## config.mk

```make
export PLATFORM = sky130hd
export DESIGN_NAME = arb_requester
export DESIGN_NICKNAME = d
export VERILOG_FILES = /design/src/rtl/arb_req_pkg.sv /design/src/rtl/arb_req_fifo.sv /design/src/rtl/arb_requester.sv
export SDC_FILE = /design/constraint.sdc
export NUM_CORES = 1
export LEC_CHECK = 0
export BUFFER_PORTS_ARGS = -buffer_cell sky130_fd_sc_hd__buf_4
export CORE_ASPECT_RATIO = 1.75
export CORE_MARGIN = 2
export CORE_UTILIZATION = 56
export CTS_CLUSTER_DIAMETER = 200
export DETAILED_ROUTE_END_ITERATION = 12
export PLACE_DENSITY_LB_ADDON = 0.1
export SETUP_SLACK_MARGIN = 0.15
export SYNTH_ARGS = -nofsm -noshare
export SYNTH_HDL_FRONTEND = slang
export SYNTH_SLANG_ARGS = --single-unit
```

## constraint.sdc

```tcl
create_clock -name clk -period 2.75 [get_ports clk]
set_input_delay 0.55 -clock clk [delete_from_list [all_inputs] [get_ports clk]]
set_output_delay 0.55 -clock clk [all_outputs]
set_load 0.01 [all_outputs]
```

## src/rtl/arb_req_pkg.sv

```systemverilog
// Shared types and default parameters for the round-robin arbitration requester.
package arb_req_pkg;

    typedef enum logic {IDLE, REQ} arb_req_state_t;

    localparam int ARB_REQ_WIDTH    = 8;
    localparam int ARB_REQ_DEPTH    = 4;
    localparam int ARB_REQ_MAX_WAIT = 15;

endpackage

```

## src/rtl/arb_req_fifo.sv

```systemverilog
// Synchronous pending-word FIFO; the caller qualifies push with !full and pop with !empty.
module arb_req_fifo #(
    parameter int WIDTH = 8,
    parameter int DEPTH = 4
) (
    input  logic                       clk,
    input  logic                       rst,
    input  logic                       push,
    input  logic [WIDTH-1:0]           wr_data,
    input  logic                       pop,
    output logic [WIDTH-1:0]           head,
    output logic [$clog2(DEPTH):0]     count,
    output logic                       full,
    output logic                       empty
);

    localparam int PW = $clog2(DEPTH);
    localparam int CW = PW + 1;

    logic [WIDTH-1:0] mem [DEPTH];
    logic [PW-1:0]    wr_ptr;
    logic [PW-1:0]    rd_ptr;

    assign head  = mem[rd_ptr];
    assign full  = (count == CW'(DEPTH));
    assign empty = (count == '0);

    always_ff @(posedge clk) begin
        if (push) begin
            mem[wr_ptr] <= wr_data;
        end
    end

    always_ff @(posedge clk) begin
        if (rst) begin
            wr_ptr <= '0;
            rd_ptr <= '0;
            count  <= '0;
        end else begin
            if (push) wr_ptr <= wr_ptr + 1'b1;
            if (pop)  rd_ptr <= rd_ptr + 1'b1;
            case ({push, pop})
                2'b10:   count <= count + 1'b1;
                2'b01:   count <= count - 1'b1;
                default: count <= count;
            endcase
        end
    end

endmodule

```

## src/rtl/arb_requester.sv

```systemverilog
// Client endpoint of the 2-way round-robin arbiter: buffers words, requests, drives granted words.
// Optional starvation watchdog enabled by defining ARB_REQ_WATCHDOG_EN.
module arb_requester
    import arb_req_pkg::*;
#(
    parameter int WIDTH    = ARB_REQ_WIDTH,
    parameter int DEPTH    = ARB_REQ_DEPTH,
    parameter int MAX_WAIT = ARB_REQ_MAX_WAIT
) (
    input  logic             clk,
    input  logic             rst,
    input  logic             in_valid,
    input  logic [WIDTH-1:0] in_data,
    output logic             in_ready,
    output logic             req,
    input  logic             gnt,
    output logic             out_valid,
    output logic [WIDTH-1:0] out_data,
    output logic             proto_err,
    output logic             starved
);

    localparam int CW = $clog2(DEPTH) + 1;

    logic             push;
    logic             pop;
    logic             full;
    logic             empty;
    logic [CW-1:0]    count;
    logic [WIDTH-1:0] head;
    arb_req_state_t   state;

    assign in_ready = !full;
    assign push     = in_valid & in_ready;
    assign req      = (state == REQ);
    assign pop      = req & gnt & !empty;

    arb_req_fifo #(
        .WIDTH (WIDTH),
        .DEPTH (DEPTH)
    ) u_fifo (
        .clk     (clk),
        .rst     (rst),
        .push    (push),
        .wr_data (in_data),
        .pop     (pop),
        .head    (head),
        .count   (count),
        .full    (full),
        .empty   (empty)
    );

    always_ff @(posedge clk) begin
        if (rst) begin
            state     <= IDLE;
            out_valid <= 1'b0;
            out_data  <= '0;
            proto_err <= 1'b0;
        end else begin
            case (state)
                IDLE:    if (push) state <= REQ;
                REQ:     if (pop && !push && count == CW'(1)) state <= IDLE;
                default: state <= IDLE;
            endcase
            out_valid <= pop;
            if (pop) out_data <= head;
            if (gnt && !req) proto_err <= 1'b1;
        end
    end

`ifdef ARB_REQ_WATCHDOG_EN
    localparam int WW = $clog2(MAX_WAIT + 2);
    localparam logic [WW-1:0] WAIT_SAT = WW'(MAX_WAIT + 1);

    logic [WW-1:0] wait_cnt;
    logic [WW-1:0] wait_next;

    always_comb begin
        wait_next = wait_cnt;
        if (state == IDLE || pop) begin
            wait_next = '0;
        end else if (wait_cnt != WAIT_SAT) begin
            wait_next = wait_cnt + 1'b1;
        end
    end

    // starved is registered from the next count so it drops the cycle after a grant
    always_ff @(posedge clk) begin
        if (rst) begin
            wait_cnt <= '0;
            starved  <= 1'b0;
        end else begin
            wait_cnt <= wait_next;
            starved  <= (wait_next == WAIT_SAT);
        end
    end
`else
    // constant 0; MAX_WAIT is referenced so the parameter stays used in this build
    assign starved = (MAX_WAIT < 0);
`endif

endmodule

```

==> metrics, run 1 <==
worst-margin pin slew slightly above 0.5 ns; CTS buffer count 5; post-synthesis cell type count 30; Max Used Layer met4; initial DRC count 14; fillers approximately 260; Routed wire per std cell 15.37 um; CTS Buffer Depth 2; CTS tree yes; post-CTS setup buffer count 0; initial antenna violation count 0; critical path arrival 2.47 ns; drt drc 0; Final setup viols 0; Final Hold Viols 0; vias in the first global route 1230; Antenna Violating Nets Remaining 0; cell mode on critical path ha_1; EDFF count, synth 32; max_slew headroom approximately two thirds; Final nets 191; sequential area share after synthesis about 63%; Post-Syn Area per Cell ~14 um^2; Yosys reg bits 50; status completed; Register Area 0.001321 mm^2; Die Y approximately 85 um; part of the power in combinational logic roughly 11%; asr flop ratio synth 0%; first-pass GRT wire length 5547 um; PD cells between 600 and 700 mW/mm^2; core area 0.003592 mm^2; hold crit path type in2reg; CP delay by family, top simple AND/OR/NAND/NOR gates; clock latency on the worst-skew pair 0.30 ns; routed vias about 1200; largest net degree at the start of global routing 19; Met1 Routed Length 1289 um; largest area contributor in the netlist edfxtp_1; Post-Syn Area 0.002081 mm^2; CTS Sinks 50; switching portion of total power 23.56%; port bufs 23; critical path cell sequence inv_1 > ha_1 > nor2b_2 > nor2_1 > ha_1 > mux2i_1 > or3_1 > a21oi_1; Die W 50.08 um; met3 wire len 114 um; Synth Net Count 170; fmax about 450 MHz; Leak 0.8740 nW; Multi-input gate area 684.4 um^2; met2 routed WL 1802 um; Crit Path Max Fanout 13; DRT Pass-1 Iters 4; Slowest cell on crit path nor2b_2; Slew Limit Fails 0; Slowest Stage Delay on Critical Path 0.45 ns; root buffer cell clkbuf_8; Starting Density just under 60%; WS Path Type reg2reg; area grow syn2layout 14.49%; HPWL after DPL approximately 2400 um; clock transition at the registers of the reported paths 0.09 ns; count leader, synth edfxtp_1; Sw Pwr about 370 uW; Worst setup SP type register; fin crit share 81.38%; share of post-route cells with drive strength above 1 20.00%; Via density 5.421; final wirelength 3320 um; Top FF cell, synth edfxtp_1; Clk pwr share 33.4%; hold slack final 0.4411 ns; GRT Total Usage 18.06%; Max Cap Viol 0; pre-CTS setup slack 0.3094 ns; I/O pins 25; die area 0.004239 mm^2; most instantiated cells after synthesis edfxtp_1, dfxtp_1, a21oi_1; post-layout min period between 2 and 2.5 ns; CP endpoint kind register; synth top area cells edfxtp_1, dfxtp_1, mux4_1, ha_1, a21oi_1; n_diodes 0; internal power 1.192 mW; sequential power share 55.4%; RSZ-0062 raised after global routing false; skew final 0.002898 ns; CP bufs+invs 1; Ys Warns 0; Max VDD drop 535.8 uV; cell count after synthesis 148; # rows 29; Yosys top cell area share 46.18%; Setup WS post-layout 0.5121 ns; total congestion overflow 0; TNS Setup 0 ns; Routability Congestion 0.7503; htree depth 2; CP required roughly 3 ns
==> cell usage in the layout (no fill, tap or decap) <==
| cell type | netlist | routed |
|---|---|---|
| xor2_1 | 1 | 1 |
| buf_4 | 1 | 23 |
| o31ai_1 | 1 | 1 |
| nand4b_1 | 1 | 1 |
| edfxtp_1 | 32 | 32 |
| ha_1 | 10 | 10 |
| clkbuf_8 | 0 | 5 |
| inv_2 | 1 | 1 |
| nand2b_1 | 1 | 1 |
| or4_1 | 1 | 1 |
| a21oi_1 | 13 | 13 |
| a21boi_2 | 1 | 1 |
| inv_6 | 0 | 2 |
| nor2_1 | 7 | 7 |
| xnor2_1 | 1 | 1 |
| bufinv_16 | 0 | 1 |
| conb_1 | 1 | 1 |
| nor2b_2 | 0 | 1 |
| or3_1 | 1 | 1 |
| mux2i_1 | 2 | 2 |
| nand3_1 | 9 | 9 |
| nand2_1 | 3 | 3 |
| mux4_1 | 8 | 8 |
| inv_1 | 7 | 7 |
| a211oi_1 | 1 | 1 |
| o21ai_0 | 12 | 12 |
| nor3_1 | 1 | 1 |
| and2_1 | 5 | 5 |
| dfxtp_1 | 18 | 18 |
==> routing by layer <==
layer	up-vias	track usage, %
met5	-	0
li1	582	-
met1	550	19.55
met3	10	4.093
met4	0	11.87
met2	29	30.62
==> state kept, by name, summed over array words and instances, names as in the netlist <==
signal / count
out_valid: 1
u_fifo.wr_ptr: 2
u_fifo.count: 3
u_fifo.mem: 32
proto_err: 1
u_fifo.rd_ptr: 2
out_data: 8
req: 1
==> per-stage QoR <==
step           util (%)  area (um^2)  std cells  power, mW
2_1_floorplan         -         2081        148     0.9980
3_3_place_gp      63.01         2263        208      1.044
3_5_place_dp      63.01         2263        208      1.057
4_1_cts           66.25         2380        216      1.577
5_1_grt           66.32         2382        216      1.632
6_report          66.32         2382        216      1.560
==> final timing paths <==
kind                         from                to  slack, ns  cells past startpoint
setup / recovery  u_fifo.count[0]   u_fifo.count[2]       0.51                      8
hold / removal         in_data[1]  u_fifo.mem[2][1]       0.44                      1
hold reg to reg         proto_err         proto_err       0.47                      2
setup reg to reg  u_fifo.count[0]   u_fifo.count[2]       0.51                      8
==> repair_timing <==
| item | 4_1_cts | 5_1_grt |
|---|---|---|
| hold buffers | 0 | 0 |
| gates resized for setup | 0 | 1 |
| setup endpoints to repair | 0 | 1 |
==> logic make-up after synthesis <==
kind of cell / count (synthesis) / share of synthesized area [%]
other cells: 1 / 0.1802
flops: 50 / 63.50
simple gates: 30 / 7.397
xor+xnor: 2 / 0.8420
compound gates: 28 / 7.276
mux: 10 / 11.06
fa+ha+maj: 10 / 6.013
buf+inv: 17 / 3.728
==> cell type report <==
class                           count  share of cell area [%]
Clock inverter                      3                   1.996
Inverter                            8                   1.261
Sequential cell                    50                   55.46
Multi-Input combinational cell     81                   28.73
Clock buffer                        5                   2.889
Tap cell                           46                   2.416
Timing Repair Buffer               23                   7.248
==> power by group through the flow <==
stage | Clock [mW] | Combinational, mW | Sequential [mW]
detailed placement | 0 | 0.175 | 0.882
CTS | 0.537 | 0.175 | 0.865
floorplan | 0 | 0.121 | 0.877
finish | 0.521 | 0.175 | 0.864
global route | 0.568 | 0.193 | 0.870
global placement | 0 | 0.165 | 0.880
Power figures use the tool's default switching activity.
==> run 2, diff against run 1 <==
ABC_AREA = 1   (was default)
CORE_UTILIZATION = 52   (was 56)
clock period = 2 ns   (was 2.75 ns; I/O delays follow)
==> run 2 against run 1 <==
Against the previous run:
- clock power increased by 9.4%
- cell count increased by 39%
- synthesized cell count increased by 48%
- final area increased by 8.8%
- worst setup slack got worse by 0.21 ns
- fmax increased by 32%
- clock skew increased by 0.0053 ns
- die area increased by 18%
- utilization decreased by 6.4 points
- count of clock-buffer cells in the layout increased by 1
- total power increased by 31%
- flip-flop and latch count unchanged
- largest cell class unchanged
- largest power group unchanged
- highest routed layer unchanged
==> metrics, run 2 <==
area grow syn2layout 12.98%; htree depth 2; commonest non-fill, non-tap cell in the layout nand2_1; drt drc 0; asr flop ratio synth 0%; Final nets ~270; cell count after synthesis 219; Post-Syn Area between 0.002 and 0.0025 mm^2; Routability Congestion 0.7451; RSZ-0062 raised after global routing false; fraction of the mapped netlist area in compound gates 6.052%; cell mode on critical path nand2_1; # rows 32; Via density 4.748; Reg-to-Reg Start u_fifo.count[0]; Post-DP Area 0.002500 mm^2; Max Cap Viol 0; most instantiated cells after synthesis nand2_1, edfxtp_1, inv_1; WS Path Type reg2reg; part of the power in combinational logic 14.2%; Worst setup SP type register; hold crit path type in2reg; critical path endpoint u_fifo.count[2]; Yosys reg bits 50; DRT Pass-1 Iters 4; Sw Pwr 524.5 uW; xor and xnor area share after synthesis 0.3817%; CP endpoint kind register; cells on worst reg2reg path 10; status completed; Die Y 91.88 um; Slowest Stage Delay on Critical Path 0.38 ns; Slowest cell on crit path ha_1; total congestion overflow 0; post-layout min period around 1.7 ns; root buffer cell clkbuf_8; Max VDD drop 559.2 uV; mux share of post-synthesis cell area 0%; max reg flops 32; Starting Density between 50% and 60%; Clk pwr share ~28%; fmax 588.0 MHz; adder-cell share of the synthesized area 5.453%; Final Hold Viols 0; largest net degree at the start of global routing 19; CP Launch Point u_fifo.count[0]; initial DRC count 29; flop-to-flop setup slack 0.30 ns; design area 0.002592 mm^2; Die W 54.22 um; Routed wire per std cell ~12 um; sequential area share after synthesis 57.58%; EDFF count, synth 32; CTS buffer count 5; CTS tree yes; die area about 0.005 mm^2; synth top area cells edfxtp_1, dfxtp_1, nand2_1, ha_1, nand2_2; n_diodes 0; Leak about 1.1 nW; clock latency on the worst-skew pair 0.31 ns; initial antenna violation count 0; CP bufs+invs 2; TNS Setup 0 ns; Yosys top cell area share approximately two fifths; post-synthesis cell type count 23; dominant combinational cell family by area after synthesis simple AND/OR/NAND/NOR gates; vias in the first global route 1349; critical path cell sequence inv_1 > ha_1 > nand2_1 > nand2_2 > ha_1 > inv_1 > nand3_1 > nand2_1 > nand2_1 > nor2_1; RR Endpoint u_fifo.count[2]; skew final 0.008151 ns; Slew Limit Fails 0; final wirelength 3612 um; internal power 1.526 mW; biggest regs u_fifo.mem x32, out_data x8, u_fifo.count x3; routed vias 1429; CP required 2.24 ns; count leader, synth nand2_1; largest area contributor in the netlist edfxtp_1; Ys Warns 0; fin util between 50% and 60%; CTS Hold Bufs 0; PD cells 790.8 mW/mm^2; Post-Syn Area per Cell 10.48 um^2; share of post-route cells with drive strength above 1 31.60%; switching portion of total power 25.58%; critical path arrival 1.94 ns; first-pass GRT wire length 5982 um; CTS Sinks 50; CP delay by family, top adder cells; register name with the most flops u_fifo.mem; sequential power share approximately 58%; commonest cells after routing, fill and taps aside nand2_1, edfxtp_1, buf_4; CTS Buffer Depth 2; Top FF cell, synth edfxtp_1; I/O pins 25; clock transition at the registers of the reported paths 0.09 ns; Synth Net Count 241; HPWL after DPL about 2700 um; WP depth 10; Antenna Violating Nets Remaining 0; Final setup viols 0; GRT Total Usage 16.82%; Crit Path Max Fanout 11; fin crit share 85.03%; port bufs 23; core area 0.004324 mm^2; Synth Area in Simple Gates 21.48%
-- run 2: cell count changes after synthesis, sizes merged, moves of 4 or more --
cell    previous run  this run
nand2              3        71
inv                8        27
nand3              9        18
mux4               8         0
o21ai             12         6
and2               5         0
clkbuf             6         1
buf                3         7
nor2               7        11
-- run 2: final cells by class --
cell class	instances	area (um^2)
Tap cell	51	63.81
Inverter	28	112.6
Clock inverter	2	13.76
Multi-Input combinational cell	133	774.5
Timing Repair Buffer	31	232.7
Sequential cell	50	1323
Fill cell	390	1732
Clock buffer	6	72.57
-- run 2: what timing repair did --
action,4_1_cts,5_1_grt
resized for setup,0,2
endpoints found under the setup margin,0,3
buffers inserted,0,0
endpoints found under the hold margin,0,0
-- run 2: per-layer routing --
layer | up-vias | global-route usage [%] | wire length, um
met4 | 0 | 7.500 | 80
met2 | 23 | 28.92 | 1973
met1 | 644 | 18.64 | 1425
li1 | 756 | - | -
met5 | - | 0 | 0
met3 | 6 | 3.909 | 132
-- run 2: power by group through the flow --
stage / registers, mW / clock network, mW / logic (mW)
2_1_floorplan: 1.21 / 0 / 0.205
3_3_place_gp: 1.21 / 0 / 0.290
3_5_place_dp: 1.21 / 0 / 0.293
4_1_cts: 1.19 / 0.588 / 0.294
5_1_grt: 1.20 / 0.620 / 0.334
6_report: 1.19 / 0.570 / 0.291
-- run 2: worst min-delay path by stage --
| stage | startpoint | endpoint | slack (ns) | cells after the start |
|---|---|---|---|---|
| global route | in_data[3] | u_fifo.mem[1][3] | 0.28 | 1 |
| global placement | proto_err | proto_err | 0.46 | 2 |
| detailed placement | proto_err | proto_err | 0.49 | 2 |
| CTS | in_data[3] | u_fifo.mem[3][3] | 0.29 | 1 |
| floorplan | rst | u_fifo.rd_ptr[1] | 0.46 | 1 |
| finish | in_data[3] | u_fifo.mem[3][3] | 0.29 | 1 |
-- run 2: kinds of logic after synthesis --
kind of cell,count (synthesis)
buf+inv,36
compound gates,21
flops,50
xor+xnor,1
simple gates,100
fa+ha+maj,10
other cells,1
-- run 2: metrics by stage --
step | worst slack [ns] | power, mW | hold slack [ns] | std cells
2_1_floorplan | 0.3133 | 1.418 | 0.4624 | 219
3_3_place_gp | 0.3083 | 1.502 | 0.4562 | 293
3_5_place_dp | 0.2530 | 1.506 | 0.4884 | 293
4_1_cts | 0.2332 | 2.071 | 0.2852 | 301
5_1_grt | 0.1590 | 2.149 | 0.2791 | 301
6_report | 0.2994 | 2.050 | 0.2893 | 301
-- run 2: worst reg2reg max path, delay by kind of cell (launching register included) --
kind                     cells  cell delay [ns]
adder cells (fa/ha/maj)      2             0.61
flip-flops                   1             0.37
buffers and inverters        2             0.15
AND/OR/NAND/NOR              6             0.52
==> run 3, diff against run 2 <==
ABC_AREA = default   (was 1)
CORE_ASPECT_RATIO = 1.25   (was 1.75)
CORE_UTILIZATION = 51   (was 52)
==> run 3 against run 2 <==
Against the previous run:
- combinational power decreased by 9.6%
- critical endpoint unchanged
- flip-flop and latch count unchanged
- worst setup slack got worse by 0.093 ns
- critical path type unchanged
- register-to-register slack got worse by 0.09 ns
- total power decreased by 1.7%
==> metrics, run 3 (synthesis gave the netlist of run 1 again) <==
status completed; hold depth 1; Die W roughly 61 um; Setup WS post-layout approximately 0.21 ns; CP endpoint kind register; largest net degree at the start of global routing 19; fillers 321; area grow syn2layout 16.36%; Starting Density 54.08%; flop-to-flop setup slack 0.21 ns; n_diodes 0; register name with the most flops u_fifo.mem; initial DRC count between 100 and 150; htree depth 2; RR Endpoint u_fifo.count[2]; initial antenna violation count 0; Antenna Violating Nets Remaining 0; PD cells 832.6 mW/mm^2; total power ~2.0 mW; Final nets 194; switching portion of total power between 20% and 30%; biggest regs u_fifo.mem x32, out_data x8, u_fifo.count x3; core area 0.003847 mm^2; hold path endpoint u_fifo.mem[2][2]; # rows 25; CTS Sinks 50; commonest non-fill, non-tap cell in the layout edfxtp_1; Reg-to-Reg Start u_fifo.count[0]; DRT Pass-1 Iters 4; Inst Count DP around 220; Leak ~0.87 nW; Worst setup SP type register; Sw Pwr 498.2 uW; critical path arrival 2.03 ns; total congestion overflow 0; I/O pins 25; die area 0.004610 mm^2; GRT Total Usage between 15 and 20%; share of post-route cells with drive strength above 1 24.28%; post-layout min period approximately 1.8 ns; hold crit path type in2reg; Slew Limit Fails 0; CP required 2.24 ns; TNS Setup 0 ns; CTS Buffer Depth 2; root buffer cell clkbuf_8; port bufs 23; max_slew headroom 61.70%; Multi-input gate area 720.7 um^2; clock latency on the worst-skew pair 0.31 ns; worst-margin pin slew 0.5737 ns; Routed wire per std cell 15.42 um; WS Path Type reg2reg; pre-CTS setup slack 0.03352 ns; final wirelength 3501 um; part of the power in combinational logic 13.0%; internal power around 1.5 mW; Crit Path Max Fanout 6; Routability Congestion 0.8179; commonest cells after routing, fill and taps aside edfxtp_1, buf_4, dfxtp_1; RSZ-0062 raised after global routing true; HPWL after DPL 2396 um; Finished Layout Cells 227; Die Y 75.42 um; Final setup viols 0; Max VDD drop 536.1 uV; clock transition at the registers of the reported paths around 0.10 ns; drt drc 0; skew final 0.01469 ns; fin crit share about nine tenths; routed vias 1213; Final Hold Viols 0; fmax 557.7 MHz; first-pass GRT wire length 5754 um; cells on worst reg2reg path 7; vias in the first global route 1209; Via density approximately 5.3; Clk pwr share 27.9%; CTS buffer count 5; Register Area between 0.001 and 0.0015 mm^2; sequential power share 59.1%; Max Cap Viol 0; CTS Hold Bufs 0; CTS tree yes; hold_sp in_data[2]; max reg flops 32
run 3: cell count changes in the layout (fill, tap and decap cells not counted), sizes merged, moves of 4 or more:
cell   change
nand3      -9
and2       +5
inv       -19
o21ai      +6
mux4       +8
nand2     -68
buf        -5
nor2       -4
run 3: area by class of cell:
| type | instances | share of cell area [%] |
|---|---|---|
| clock buffers | 5 | 2.842 |
| repair buffers | 26 | 8.062 |
| inverters | 8 | 1.240 |
| multi-input cells | 81 | 29.77 |
| flip-flops and latches | 50 | 54.63 |
| well taps | 54 | 2.791 |
| clock inverters | 3 | 0.6718 |
run 3: power groups by stage:
stage	clock network, mW	logic (mW)	registers (mW)
after floorplan	0	0.177	1.21
after detailed placement	0	0.250	1.22
final	0.561	0.263	1.19
after global placement	0	0.239	1.21
after global routing	0.628	0.296	1.20
after CTS	0.578	0.258	1.19
run 3: worst max path at each step:
| stage | startpoint | end | slack (ns) | depth (start not counted) |
|---|---|---|---|---|
| floorplan | u_fifo.count[1] | u_fifo.count[2] | 0.17 | 8 |
| global placement | u_fifo.count[1] | u_fifo.count[2] | 0.13 | 7 |
| detailed placement | u_fifo.count[1] | u_fifo.count[2] | 0.03 | 7 |
| CTS | u_fifo.count[1] | u_fifo.count[2] | 0.18 | 7 |
| global route | u_fifo.count[1] | u_fifo.count[2] | 0.13 | 7 |
| finish | u_fifo.count[0] | u_fifo.count[2] | 0.21 | 7 |
run 3: critical path, stage by stage (launching register included):
cell and delay (ns):
dfxtp_2 0.37, inv_1 0.07, ha_2 0.21, nor2b_4 0.14, nor2_2 0.20, ha_4 0.26, or3_1 0.34, a21oi_1 0.14
run 3: what timing repair did:
action                     in CTS  in global routing
setup endpoints to repair       1                  9
setup buffers                   1                  0
gates resized for setup         0                  4
run 3: per-layer routing:
layer | up-vias | GRT usage, % | part of all wire, % | wire, um
li1 | 590 | - | - | -
met1 | 583 | 21.82 | 43 | 1490
met2 | 35 | 29.91 | 51 | 1802
met3 | 5 | 5.603 | 4.3 | 149
met4 | 0 | 7.488 | 1.7 | 60
met5 | - | 0 | 0 | 0
run 3: through the flow:
stage | hold WS, ns | cell area, um^2 | util, %
CTS | 0.2860 | 2395 | 62.24
global placement | 0.4505 | 2302 | 59.84
floorplan | 0.4719 | 2097 | -
detailed placement | 0.4595 | 2302 | 59.84
global route | 0.2754 | 2421 | 62.93
finish | 0.2880 | 2421 | 62.93
